`src/rtl/vga_pkg.sv`:
```
// Shared VGA constants for the 800x600@60 pixel pipeline.
// Counter width is shared by the timing generator and the draw chain.
package vga_pkg;

    localparam int HOR_PIXELS = 800;
    localparam int VER_PIXELS = 600;

    localparam int H_FP    = 40;
    localparam int H_SYNC  = 128;
    localparam int H_BP    = 88;
    localparam int H_TOTAL = HOR_PIXELS + H_FP + H_SYNC + H_BP;

    localparam int V_FP    = 1;
    localparam int V_SYNC  = 4;
    localparam int V_BP    = 23;
    localparam int V_TOTAL = VER_PIXELS + V_FP + V_SYNC + V_BP;

    localparam int CNT_W = 11;
    localparam int RGB_W = 12;

endpackage

```
`src/rtl/vga_if.sv`:
```
// Pixel stream bundle passed between draw stages.
// The timing generator drives the head; each stage reads in, drives out.
interface vga_if;
    import vga_pkg::*;

    logic [CNT_W-1:0] hcount;
    logic [CNT_W-1:0] vcount;
    logic             hsync;
    logic             vsync;
    logic             hblnk;
    logic             vblnk;
    logic [RGB_W-1:0] rgb;

    modport out (
        output hcount, vcount, hsync, vsync, hblnk, vblnk, rgb
    );

    modport in (
        input hcount, vcount, hsync, vsync, hblnk, vblnk, rgb
    );

endinterface

```
`src/rtl/vga_axis_counter.sv`:
```
// One timing axis: wrapping counter with blank/sync strobes decoded
// from the next count so they line up with the count they describe.
module vga_axis_counter
    import vga_pkg::*;
#(
    parameter int TOTAL      = H_TOTAL,
    parameter int ACTIVE     = HOR_PIXELS,
    parameter int SYNC_START = HOR_PIXELS + H_FP,
    parameter int SYNC_LEN   = H_SYNC
) (
    input  logic             clk,
    input  logic             rst,
    input  logic             i_en,
    input  logic             i_inc,
    input  logic             i_wrap,
    output logic [CNT_W-1:0] o_count,
    output logic             o_blnk,
    output logic             o_sync,
    output logic             o_tc
);

    localparam logic [CNT_W-1:0] LAST = CNT_W'(TOTAL - 1);
    localparam logic [CNT_W-1:0] ACT  = CNT_W'(ACTIVE);
    localparam logic [CNT_W-1:0] SS   = CNT_W'(SYNC_START);
    localparam logic [CNT_W-1:0] SE   = CNT_W'(SYNC_START + SYNC_LEN);

    logic [CNT_W-1:0] r_count;
    logic             r_blnk;
    logic             r_sync;
    logic [CNT_W-1:0] w_next;

    // An out-of-range count snaps back to 0 regardless of i_inc.
    always_comb begin
        w_next = r_count;
        if (r_count > LAST) begin
            w_next = '0;
        end else if (i_inc) begin
            w_next = i_wrap ? '0 : r_count + 1'b1;
        end
    end

    always_ff @(posedge clk) begin
        if (rst) begin
            r_count <= '0;
            r_blnk  <= 1'b0;
            r_sync  <= 1'b0;
        end else if (i_en) begin
            r_count <= w_next;
            r_blnk  <= (w_next >= ACT);
            r_sync  <= (w_next >= SS) && (w_next < SE);
        end
    end

    assign o_count = r_count;
    assign o_blnk  = r_blnk;
    assign o_sync  = r_sync;
    assign o_tc    = (r_count == LAST);

endmodule

```
`src/rtl/vga_timing_gen.sv`:
```
// Head of the draw chain: raster counters, sync/blank strobes,
// black background colour and a once-per-frame start pulse.
module vga_timing_gen
    import vga_pkg::*;
#(
    parameter int H_ACTIVE = HOR_PIXELS,
    parameter int H_FP     = vga_pkg::H_FP,
    parameter int H_SYNC   = vga_pkg::H_SYNC,
    parameter int H_BP     = vga_pkg::H_BP,
    parameter int V_ACTIVE = VER_PIXELS,
    parameter int V_FP     = vga_pkg::V_FP,
    parameter int V_SYNC   = vga_pkg::V_SYNC,
    parameter int V_BP     = vga_pkg::V_BP
) (
    input  logic clk,
    input  logic rst,
    input  logic pix_en,
    vga_if.out   vga_out,
    output logic frame_start
);

    localparam int HT = H_ACTIVE + H_FP + H_SYNC + H_BP;
    localparam int VT = V_ACTIVE + V_FP + V_SYNC + V_BP;

    logic             w_h_tc;
    logic             w_v_tc;
    logic [CNT_W-1:0] w_hcount;
    logic [CNT_W-1:0] w_vcount;
    logic             w_hblnk;
    logic             w_hsync;
    logic             w_vblnk;
    logic             w_vsync;
    logic             r_frame_start;

    vga_axis_counter #(
        .TOTAL      (HT),
        .ACTIVE     (H_ACTIVE),
        .SYNC_START (H_ACTIVE + H_FP),
        .SYNC_LEN   (H_SYNC)
    ) u_h (
        .clk     (clk),
        .rst     (rst),
        .i_en    (pix_en),
        .i_inc   (1'b1),
        .i_wrap  (w_h_tc),
        .o_count (w_hcount),
        .o_blnk  (w_hblnk),
        .o_sync  (w_hsync),
        .o_tc    (w_h_tc)
    );

    vga_axis_counter #(
        .TOTAL      (VT),
        .ACTIVE     (V_ACTIVE),
        .SYNC_START (V_ACTIVE + V_FP),
        .SYNC_LEN   (V_SYNC)
    ) u_v (
        .clk     (clk),
        .rst     (rst),
        .i_en    (pix_en),
        .i_inc   (w_h_tc),
        .i_wrap  (w_v_tc),
        .o_count (w_vcount),
        .o_blnk  (w_vblnk),
        .o_sync  (w_vsync),
        .o_tc    (w_v_tc)
    );

    // Pulse accompanies the (0,0) reached by wrapping, never the reset one.
    always_ff @(posedge clk) begin
        if (rst) begin
            r_frame_start <= 1'b0;
        end else if (pix_en) begin
            r_frame_start <= w_h_tc && w_v_tc;
        end
    end

    assign vga_out.hcount = w_hcount;
    assign vga_out.vcount = w_vcount;
    assign vga_out.hsync  = w_hsync;
    assign vga_out.vsync  = w_vsync;
    assign vga_out.hblnk  = w_hblnk;
    assign vga_out.vblnk  = w_vblnk;
    assign vga_out.rgb    = '0;
    assign frame_start    = r_frame_start;

endmodule

```
`src/flat_wrapper.sv`:
```
// flat-port wrapper written by rule: the top's interface ports become plain ports
module vga_timing_gen_flat import vga_pkg::*;
#(
    parameter int H_ACTIVE = HOR_PIXELS,
    parameter int H_FP     = vga_pkg::H_FP,
    parameter int H_SYNC   = vga_pkg::H_SYNC,
    parameter int H_BP     = vga_pkg::H_BP,
    parameter int V_ACTIVE = VER_PIXELS,
    parameter int V_FP     = vga_pkg::V_FP,
    parameter int V_SYNC   = vga_pkg::V_SYNC,
    parameter int V_BP     = vga_pkg::V_BP
)
  (clk, rst, pix_en, frame_start, vga_out_hcount, vga_out_vcount, vga_out_hsync, vga_out_vsync, vga_out_hblnk, vga_out_vblnk, vga_out_rgb);
  vga_if vga_out_i ();
  input  logic clk;
  input  logic rst;
  input  logic pix_en;
  output logic frame_start;
  output wire logic [$bits(vga_out_i.hcount)-1:0] vga_out_hcount;
  output wire logic [$bits(vga_out_i.vcount)-1:0] vga_out_vcount;
  output wire logic [$bits(vga_out_i.hsync)-1:0] vga_out_hsync;
  output wire logic [$bits(vga_out_i.vsync)-1:0] vga_out_vsync;
  output wire logic [$bits(vga_out_i.hblnk)-1:0] vga_out_hblnk;
  output wire logic [$bits(vga_out_i.vblnk)-1:0] vga_out_vblnk;
  output wire logic [$bits(vga_out_i.rgb)-1:0] vga_out_rgb;
  assign vga_out_hcount = vga_out_i.hcount;
  assign vga_out_vcount = vga_out_i.vcount;
  assign vga_out_hsync = vga_out_i.hsync;
  assign vga_out_vsync = vga_out_i.vsync;
  assign vga_out_hblnk = vga_out_i.hblnk;
  assign vga_out_vblnk = vga_out_i.vblnk;
  assign vga_out_rgb = vga_out_i.rgb;
  vga_timing_gen #(.H_ACTIVE(H_ACTIVE), .H_FP(H_FP), .H_SYNC(H_SYNC), .H_BP(H_BP), .V_ACTIVE(V_ACTIVE), .V_FP(V_FP), .V_SYNC(V_SYNC), .V_BP(V_BP)) u_core (.clk(clk), .rst(rst), .pix_en(pix_en), .vga_out(vga_out_i), .frame_start(frame_start));
endmodule
```
`config.mk`:
```
export PLATFORM = sky130hd
export DESIGN_NAME = vga_timing_gen_flat
export DESIGN_NICKNAME = d
export VERILOG_FILES = /design/src/rtl/vga_pkg.sv /design/src/rtl/vga_if.sv /design/src/rtl/vga_axis_counter.sv /design/src/rtl/vga_timing_gen.sv /design/src/flat_wrapper.sv
export SDC_FILE = /design/constraint.sdc
export NUM_CORES = 1
export LEC_CHECK = 0
export BUFFER_PORTS_ARGS = -buffer_cell sky130_fd_sc_hd__buf_2
export CORE_ASPECT_RATIO = 0.75
export CORE_UTILIZATION = 30
export CTS_BUF_LIST = sky130_fd_sc_hd__clkbuf_16
export DETAILED_ROUTE_END_ITERATION = 7
export PLACE_DENSITY = 0.59
export SYNTH_ARGS = -nofsm -noshare
export SYNTH_HDL_FRONTEND = slang
export SYNTH_SLANG_ARGS = --single-unit
```
`constraint.sdc`:
```
create_clock -name clk -period 2.57 [get_ports clk]
set_input_delay 0.257 -clock clk [delete_from_list [all_inputs] [get_ports clk]]
set_output_delay 0.257 -clock clk [all_outputs]
set_load 0.005 [all_outputs]
```
==> out/results.ini, run 1 <==
[clocking]
cts_buffers = 3
tritoncts = done
root_buffer = clkbuf_16
h-tree-depth = 1
cts_sinks = 27
clock_latency_ns = 0.26
cts.clk_slew.worst_paths_ns = 0.07
clockBufferDepth = 2
hold_buffers = 0

[drt]
vias = 2090
drt-total-wl_um = 5690
ant_nets = 0
drt-pass1-iter-count = 6
route.detailed.drc = 0
drtIter0Drc = 159
vias_per_cell = 5.50
wl_per_cell_um = 15.0

[cells_and_area]
stdcell_count = 380
final_cell_area_sq_um = 2320
area_growth_pct = 18.5
layout-drive-gt1-share_pct = 21.7
finalNetCount = 305
antenna_cells = 0

[synthesis]
syn_inst = 265
synth_top_family_by_area = simple AND/OR/NAND/NOR gates
synthAdderAreaFrac_pct = 1.28
synth_seq_area_share_pct = 27.6
ys.flop_type = dfxtp_1
synth_top_area_share_pct = 27.6
synth-seq-cells = 27
muxShareOfSynthArea_pct = 1.60
yosys.area_share.simple_pct = 31.8
synth_area_leaders = dfxtp_1 (28%), a21oi_1 (6.4%), o21ai_0 (4.9%)
synth_area_per_cell_sq_um = 7.38
synth-compound-area-share_pct = 24.4
synth_top_area_cell = dfxtp_1
synthArstFlopShare_pct = 0
synth_area_sq_um = 1960
yosysUniqueCellTypes = 57
ys_warn_count = 0
synth-xor-area-share_pct = 3.13
synth_edf_count = 0

[sta]
max-slew-margin-rel_pct = 56.4
final.setup.tns_ns = 0
rsz0062_at_grt = no
skew_ns = 0.00414
hold_violations = 0
max_freq_mhz = 409
post-route-period-util_pct = 95.0
period_minus_slack_ns = 2.44
setup_violations = 0
tightest_slew_ns = 0.649
fin_hold_ws_ns = 0.360
drv_slew = 0

[pwr]
p_sw_uw = 193
p_comb_share_pct = 5.1
ir_worst_vdd_uv = 252
p_leak_uw = 0.000935
p_int_uw = 642
p_sw_share_pct = 23.2
p_clk_share_pct = 44.2
power_density_nw_per_um2 = 360
seq_power_share_pct = 50.7
power.total_uw = 835

[setup_path]
critPathKind = reg2reg
crit_path_cell_trace = or3_1 -> or4_4 -> o311a_1 -> a211o_1 -> o41ai_2
r2r-start = u_core.u_h.o_count[5]
startpoint_type = flop
cp_slowest_cell = or4_4
worst-path-max-fanout = 5
crit_path_max_incr_delay_ns = 0.58
r2r.worst_path.cells = 5
worstPathArrival_ns = 2.62
cp-end-kind = flop
reg2reg_to = u_core.u_v.o_sync
cp.required_ns = 2.74
r2r_slack_ns = 0.13
critPathLaunch = u_core.u_h.o_count[5]

[die]
die_area_sq_um = 6850
die_y_um = 71.9
pin_count = 42
fp-row-count = 25
initial_utilization_pct = 31.1
coreArea_sq_um = 6290
die_w_um = 95.3

[global_routing]
track_usage_pct = 17.2
grt_pass1_vias = 1780
antenna_found_initial = 0
grt_pass1_wl_um = 9280
grt_max_degree = 27
overflow = 0

[placed_design]
hpwl_um = 4090
detailed_place.area_sq_um = 2230
dp.cells = 375
port_buffers = 29
gp_congestion = 0.877

[hold_path]
hold-path-cell-count = 3
hold_end = u_core.u_h.o_count[1]
min_from = pix_en
hold_path_class = in2reg

[flow_run]
drv_cap = 0

[status]
outcome = completed

[how the worst max path moves through the flow]
stage | slack [ns] | cells after the start | end
2_1_floorplan | 0.12 | 7 | u_core.u_v.o_sync
3_3_place_gp | 0.18 | 5 | u_core.u_v.o_sync
3_5_place_dp | 0.16 | 5 | u_core.u_v.o_sync
4_1_cts | 0.14 | 5 | u_core.u_v.o_sync
5_1_grt | 0.03 | 7 | u_core.u_v.o_sync
6_report | 0.13 | 5 | u_core.u_v.o_sync
[per-stage QoR]
stage / util (%) / setup WS [ns]
after floorplan: - / 0.121
after global placement: 35.4 / 0.180
after detailed placement: 35.4 / 0.158
after CTS: 36.7 / 0.143
after global routing: 36.9 / 0.0321
final: 36.9 / 0.127
[per-layer routing]
metal	vias to the layer above	wire length (um)	GRT usage (%)	share of wire, %
li1	1015	-	-	-
met1	955	2770	27.1	49
met2	114	2340	24.2	41
met3	6	532	2.62	9.3
met4	0	51	3.54	0.90
met5	-	0	0	0
[sequential cells by signal, summed over array words and instances, names as in the netlist]
signal and count:
u_core.u_h.o_count 11, u_core.frame_start 1, u_core.u_h.o_sync 1, u_core.u_h.o_blnk 1, u_core.u_v.o_blnk 1, u_core.u_v.o_sync 1
u_core.u_v.o_count 11
[Yosys cell counts (3+ instances only)]
cell,number
a2bb2oi_1,3
nand2b_1,3
dfxtp_1,27
buf_4,12
nand3_1,14
clkbuf_1,13
or3b_2,3
nand4_1,7
or3_1,8
o21ai_0,19
nor2b_1,3
inv_1,5
and3_1,6
o211ai_1,3
nor2_1,18
buf_1,3
xnor2_1,6
nor4_1,5
a21oi_1,25
nor3_1,7
nand2_1,24
buf_2,3
[power groups by stage]
stage / registers (uW) / clock network [uW] / logic (uW)
after detailed placement: 433 / 0 / 42.5
after floorplan: 433 / 0 / 39.5
after global routing: 424 / 392 / 48.8
after CTS: 423 / 371 / 42.4
final: 423 / 369 / 42.9
after global placement: 433 / 0 / 43.0
[worst max-delay path: cells and delay by family, from the launching register on]
| kind | cells | cell delay, ns |
|---|---|---|
| and+or+nand+nor | 2 | 1.07 |
| DFF | 1 | 0.31 |
| AOI/OAI and AO/OA | 3 | 0.98 |
[cells by family after synthesis]
group           Yosys count
fa+ha+maj                 2
xor+xnor                  7
compound gates           75
buf+inv                  37
flops                    27
mux                       3
other cells               1
simple gates            113
[timing repair]
| item | in CTS | in global routing |
|---|---|---|
| setup buffers | 0 | 1 |
| setup endpoints to repair | 0 | 3 |
| resized for setup | 0 | 1 |
[placed cells by master, fill, tap and decap left out, types with 8 or more instances in the layout]
| cell | Yosys | final |
|---|---|---|
| dfxtp_1 | 27 | 27 |
| conb_1 | 1 | 12 |
| buf_4 | 12 | 22 |
| nand2_1 | 24 | 24 |
| a21oi_1 | 25 | 25 |
| nor2_1 | 18 | 18 |
| o21ai_0 | 19 | 19 |
| buf_2 | 3 | 29 |
| or3_1 | 8 | 8 |
| nand3_1 | 14 | 14 |
[layout make-up]
type	instances	area, sq um
Clock buffer	3	75.1
Clock inverter	1	5.00
Fill cell	670	3970
Inverter	5	18.8
Multi-Input combinational cell	212	1270
Sequential cell	27	541
Tap cell	81	101
Timing Repair Buffer	51	310
(Power assumes the default switching activity.)
==> run 2, diff against run 1 <==
CELL_PAD_IN_SITES_DETAIL_PLACEMENT = 1   (was not set)
CELL_PAD_IN_SITES_GLOBAL_PLACEMENT = 1   (was not set)
PLACE_DENSITY = 0.74   (was 0.59)
==> run 2 against run 1 <==
  * Die area did not move
  * Sequential power barely moved
  * Sequential cell count did not move
  * Combinational power rose by 3%
  * Via count fell by 0.67%
  * Non-clock buffer count fell by 1
  * Hold slack improved by 0.018 ns
  * Global-route usage rose by 1.8 points
  * Final cell count fell by 0.26%
  * Count of clock-buffer cells in the layout did not move
  * Cell area fell by 0.65%
  * Power barely moved
  * Largest cell class unchanged
==> out/results.ini, run 2 (synthesis results as in run 1) <==
[setup_path]
startpoint_type = flop
critPathTopFamily = simple AND/OR/NAND/NOR gates
reg2reg_to = u_core.u_v.o_blnk
critPathMostFrequentCell = nand2b_1
worst-path-max-fanout = 7  ; +2
r2r-start = u_core.u_h.o_count[5]
worstPathArrival_ns = 2.53  ; -0.09 ns
cp.required_ns = 2.71  ; -0.03 ns
crit_path_cell_trace = or3_1 -> nor4_4 -> buf_4 -> a2bb2oi_1 -> nand2b_1 -> nand2b_1 -> o31ai_1
cp_slowest_cell = or3_1
r2r_slack_ns = 0.18  ; +0.05 ns
r2r.worst_path.cells = 7  ; +2
critPathKind = reg2reg
path_buf_inv = 1  ; +1
crit_path_max_incr_delay_ns = 0.48  ; -0.10 ns
cp-end-kind = flop

[sta]
skew_ns = 0.00427  ; +0.000132 ns
fin_ws_ns = 0.176  ; +0.0491 ns
tightest_slew_ns = 0.636  ; -0.0133 ns
post-route-period-util_pct = 93.1  ; -1.9 points
rsz0062_at_grt = no
max-slew-margin-rel_pct = 57.3  ; +0.89 points
setup_violations = 0  ; unchanged
period_minus_slack_ns = 2.39  ; -0.0491 ns
max_freq_mhz = 418  ; +2.1%
drv_slew = 0  ; unchanged
final.setup.tns_ns = 0  ; unchanged
hold_violations = 0  ; unchanged

[drt]
drt-total-wl_um = 6230  ; +9.5%
vias = 2076  ; -0.67%
vias_per_cell = 5.48  ; -0.41%
drtIter0Drc = 70  ; -56%
ant_nets = 0  ; unchanged
drt-pass1-iter-count = 4  ; -2
route.detailed.drc = 0  ; unchanged
wl_per_cell_um = 16.4  ; +9.8%

[global_routing]
track_usage_pct = 18.9  ; +1.8 points
antenna_found_initial = 0  ; unchanged
grt_max_degree = 27  ; unchanged
grt_pass1_wl_um = 10000  ; +7.9%
overflow = 0  ; unchanged
grt_pass1_vias = 1978  ; +11%

[pwr]
p_comb_share_pct = 5.3  ; +0.2 points
p_sw_share_pct = 23.3  ; +0.18 points
p_leak_uw = 0.000930  ; -0.47%
p_sw_uw = 195  ; +0.80%
ir_worst_vdd_uv = 277  ; +9.8%
power_density_nw_per_um2 = 363  ; +0.69%
p_clk_share_pct = 44.0  ; -0.2 points
power.total_uw = 836  ; about the same
p_int_uw = 641  ; -0.19%
seq_power_share_pct = 50.7  ; about the same

[hold_path]
hold_end = u_core.u_h.o_count[10]
hold-path-cell-count = 2  ; -1
min_from = pix_en
hold_path_class = in2reg

[clocking]
cts_sinks = 27  ; unchanged
hold_buffers = 0  ; unchanged
cts_buffers = 3  ; unchanged
h-tree-depth = 1  ; unchanged
clock_latency_ns = 0.27  ; about the same
postCtsSetupBuffers = 0  ; unchanged
cts.repair.resized = 0  ; unchanged
clockBufferDepth = 2  ; unchanged
tritoncts = done
root_buffer = clkbuf_16
cts.clk_slew.worst_paths_ns = 0.07  ; about the same

[die]
die_w_um = 95.3  ; unchanged
die_y_um = 71.9  ; unchanged
pin_count = 42  ; unchanged
die_area_sq_um = 6850  ; unchanged
coreArea_sq_um = 6290  ; unchanged
initial_utilization_pct = 31.1  ; unchanged
fp-row-count = 25  ; unchanged

[placed_design]
gp_congestion = 0.868  ; -0.98%
hpwl_um = 4560  ; +11%
detailed_place.area_sq_um = 2230  ; unchanged
post-place-ws_ns = 0.173  ; +0.0149 ns
port_buffers = 29  ; unchanged

[flow_run]
drv_cap = 0  ; unchanged

[cells_and_area]
finalNetCount = 304  ; -0.33%
final_common_cell = buf_2
layout-drive-gt1-share_pct = 20.8  ; -0.93 points
finish.utilization_pct = 36.7  ; -0.24 points
layout_common_cells = buf_2 (29), dfxtp_1 (27), a21oi_1 (25)
area_growth_pct = 17.8
antenna_cells = 0  ; unchanged
final_cell_area_sq_um = 2300  ; -0.65%

[status]
outcome = completed

-- run 2: cell count changes in the layout (fill, tap and decap cells not counted) --
| cell | delta |
|---|---|
| buf_4 | -1 |
| clkinv_2 | -1 |
| inv_1 | +1 |
| nor4_1 | +1 |
| nor4_2 | -1 |
-- run 2: power groups by stage --
stage / registers (uW) / logic (uW) / clock network [uW]
global route: 424 / 50.1 / 396
CTS: 423 / 43.9 / 382
global placement: 433 / 43.6 / 0
floorplan: 433 / 39.5 / 0
detailed placement: 433 / 43.9 / 0
finish: 423 / 44.2 / 368
-- run 2: how the worst max path moves through the flow --
stage | start | endpoint | cells past startpoint
after global placement | u_core.u_h.o_count[5] | u_core.u_v.o_sync | 5
after CTS | u_core.u_h.o_count[5] | u_core.u_v.o_sync | 5
after global routing | u_core.u_h.o_count[1] | u_core.u_v.o_sync | 7
after detailed placement | u_core.u_h.o_count[1] | u_core.u_v.o_sync | 7
final | u_core.u_h.o_count[5] | u_core.u_v.o_blnk | 7
after floorplan | u_core.u_h.o_count[6] | u_core.u_v.o_sync | 7
-- run 2: layer usage --
layer / wire, um / vias to the layer above / share of wire [%] / global-route usage (%)
li1: - / 1011 / - / -
met1: 3250 / 1014 / 52 / 28.4
met2: 2690 / 47 / 43 / 28.4
met3: 232 / 4 / 3.7 / 2.52
met4: 50 / 0 / 0.80 / 4.71
met5: 0 / - / 0 / 0
-- run 2: layout make-up --
type                            instances  area, sq um
Inverter                                5         18.8
Fill cell                             800         3980
Tap cell                               81          101
Clock buffer                            3         75.1
Multi-Input combinational cell        212         1260
Clock inverter                          1         3.75
Timing Repair Buffer                   50          303
Sequential cell                        27          541
-- run 2: through the flow --
step                cells  hold slack [ns]
detailed placement    375            0.470
finish                379            0.378
floorplan             276            0.474
global placement      375            0.468
global route          379            0.421
CTS                   379            0.374
-- run 2: worst register-to-register path, delay by kind of cell (launching register included) --
| family | cells | cell delay (ns) |
|---|---|---|
| flip-flops | 1 | 0.31 |
| AND/OR/NAND/NOR | 4 | 1.42 |
| AO/OA/AOI/OAI | 2 | 0.32 |
| buffers and inverters | 1 | 0.20 |
==> run 3, diff against run 2 <==
PLACE_DENSITY = 0.72   (was 0.74)
clock period = 2.4 ns   (was 2.57 ns; I/O delays follow)
==> run 3 against run 2 <==
  * Setup slack worse by 0.075 ns
  * Count of clock-buffer cells in the layout did not move
  * Non-clock buffer count grew 12
  * Via count up 1.3%
  * Core utilization rose by 1.6 points
  * Combinational power grew 17%
  * Maximum frequency grew 4.1%
  * Critical path type unchanged
==> out/results.ini, run 3 (synthesis results as in run 1) <==
[placed_design]
gp_congestion = 0.820  ; -5.6%
hpwl_um = 4770  ; +4.7%
post-place-ws_ns = 0.0156  ; -0.157 ns
detailed_place.area_sq_um = 2320  ; +4.3%
port_buffers = 29  ; unchanged

[die]
die_area_sq_um = 6850  ; unchanged
die_w_um = 95.3  ; unchanged
fp-row-count = 25  ; unchanged
initial_utilization_pct = 31.1  ; unchanged
die_y_um = 71.9  ; unchanged
pin_count = 42  ; unchanged
coreArea_sq_um = 6290  ; unchanged

[global_routing]
overflow = 0  ; unchanged
grt_max_degree = 27  ; unchanged
track_usage_pct = 19.6  ; +0.65 points
grt_pass1_wl_um = 10400  ; +3.9%
antenna_found_initial = 0  ; unchanged
grt_pass1_vias = 2049  ; +3.6%

[cells_and_area]
layout_common_cells = buf_4 (33), buf_2 (29), dfxtp_1 (27)
fill_cells = 804  ; +0.50%
finalNetCount = 316  ; +3.9%
final_cell_area_sq_um = 2410  ; +4.5%
regArea_sq_um = 541  ; unchanged
multiInputGateArea_sq_um = 1270  ; +0.89%
area_growth_pct = 23.0
layout-drive-gt1-share_pct = 24.8  ; +4.0 points
final_common_cell = buf_4
finish.utilization_pct = 38.3  ; +1.6 points
antenna_cells = 0  ; unchanged

[pwr]
ir_worst_vdd_uv = 227  ; -18%
p_leak_uw = 0.000990  ; +6.4%
power_density_nw_per_um2 = 374  ; +3.1%

[setup_path]
worstPathArrival_ns = 2.47  ; -0.06 ns
cp.required_ns = 2.57  ; -0.14 ns
startpoint_type = flop
r2r-start = u_core.u_v.o_count[0]
reg2reg_to = u_core.u_v.o_sync
worst-path-max-fanout = 3  ; -4
cp-end-kind = flop
r2r_slack_ns = 0.10  ; -0.07 ns
r2r.worst_path.cells = 7  ; unchanged
critPathKind = reg2reg

[sta]
skew_ns = 0.00820  ; +0.00393 ns
rsz0062_at_grt = no
hold_violations = 0  ; unchanged
max_freq_mhz = 435  ; +4.1%
final.setup.tns_ns = 0  ; unchanged
drv_slew = 0  ; unchanged
post-route-period-util_pct = 95.8  ; +2.6 points
period_minus_slack_ns = 2.30  ; -0.0951 ns
max-slew-margin-rel_pct = 56.7  ; -0.59 points
fin_hold_ws_ns = 0.379  ; +0.000211 ns
fin_ws_ns = 0.102  ; -0.0749 ns
tightest_slew_ns = 0.645  ; +0.00875 ns
setup_violations = 0  ; unchanged

[hold_path]
min_from = pix_en
hold_path_class = in2reg
hold_end = u_core.u_h.o_count[1]
hold-path-cell-count = 3  ; +1

[status]
outcome = completed

[clocking]
h-tree-depth = 1  ; unchanged
clockBufferDepth = 2  ; unchanged
cts.clk_slew.worst_paths_ns = 0.07  ; about the same
clock_latency_ns = 0.27  ; about the same
tritoncts = done
cts_buffers = 3  ; unchanged
hold_buffers = 0  ; unchanged
postCtsSetupBuffers = 0  ; unchanged
cts_sinks = 27  ; unchanged
root_buffer = clkbuf_16

[drt]
wl_per_cell_um = 15.9  ; -3.4%
drt-total-wl_um = 6210  ; -0.32%
vias_per_cell = 5.38  ; -1.9%
vias = 2102  ; +1.3%
drt-pass1-iter-count = 4  ; unchanged
route.detailed.drc = 0  ; unchanged
ant_nets = 0  ; unchanged
drtIter0Drc = 111  ; +59%

[flow_run]
drv_cap = 0  ; unchanged

## run 3: final cells by class
class / instances / share of cell area (%)
Multi-Input combinational cell: 212 / 52.9
Timing Repair Buffer: 62 / 16.3
Clock buffer: 3 / 3.12
Sequential cell: 27 / 22.5
Clock inverter: 1 / 0.208
Tap cell: 81 / 4.21
Inverter: 5 / 0.780
## run 3: how the worst max path moves through the flow
stage                     startpoint               endpoint  slack [ns]  cells after the start
6_report       u_core.u_v.o_count[0]      u_core.u_v.o_sync        0.10                      7
5_1_grt        u_core.u_h.o_count[3]  u_core.u_h.o_count[8]        0.02                      7
3_5_place_dp   u_core.u_h.o_count[6]      u_core.u_v.o_sync        0.02                      5
3_3_place_gp   u_core.u_h.o_count[6]      u_core.u_v.o_sync        0.07                      5
2_1_floorplan  u_core.u_h.o_count[6]      u_core.u_v.o_sync       0.004                      8
4_1_cts        u_core.u_h.o_count[6]      u_core.u_v.o_sync        0.06                      5
## run 3: what timing repair did
item                                    in CTS  in global routing
endpoints found under the setup margin       1                  2
pin swaps                                    0                  3
resized for setup                            1                  1
## run 3: metrics by stage
stage / cells / total power [uW]
3_3_place_gp: 387 / 514
6_report: 391 / 899
3_5_place_dp: 387 / 515
5_1_grt: 391 / 930
2_1_floorplan: 276 / 506
4_1_cts: 391 / 915
## run 3: critical path, cell delays in order, from the launching register on
cell,delay (ns)
dfxtp_1,0.34
ha_1,0.21
nand3_1,0.12
nor4_2,0.32
mux2_2,0.40
o211a_1,0.11
or4_1,0.48
o41ai_2,0.21
## run 3: per-layer routing
metal,vias up,global-route usage (%),share of wire (%)
met5,-,0,0
met4,0,4.04,0.87
met3,5,2.73,4.3
met2,39,30.6,44
met1,1022,28.7,50
li1,1036,-,-
## run 3: report_power, final
group / switching (uW) / internal, uW / leakage, uW
Sequential: 1.83 / 450 / 0.000218
Combinational: 36.5 / 15.2 / 0.000731
Clock: 170 / 226 / 0.0000409
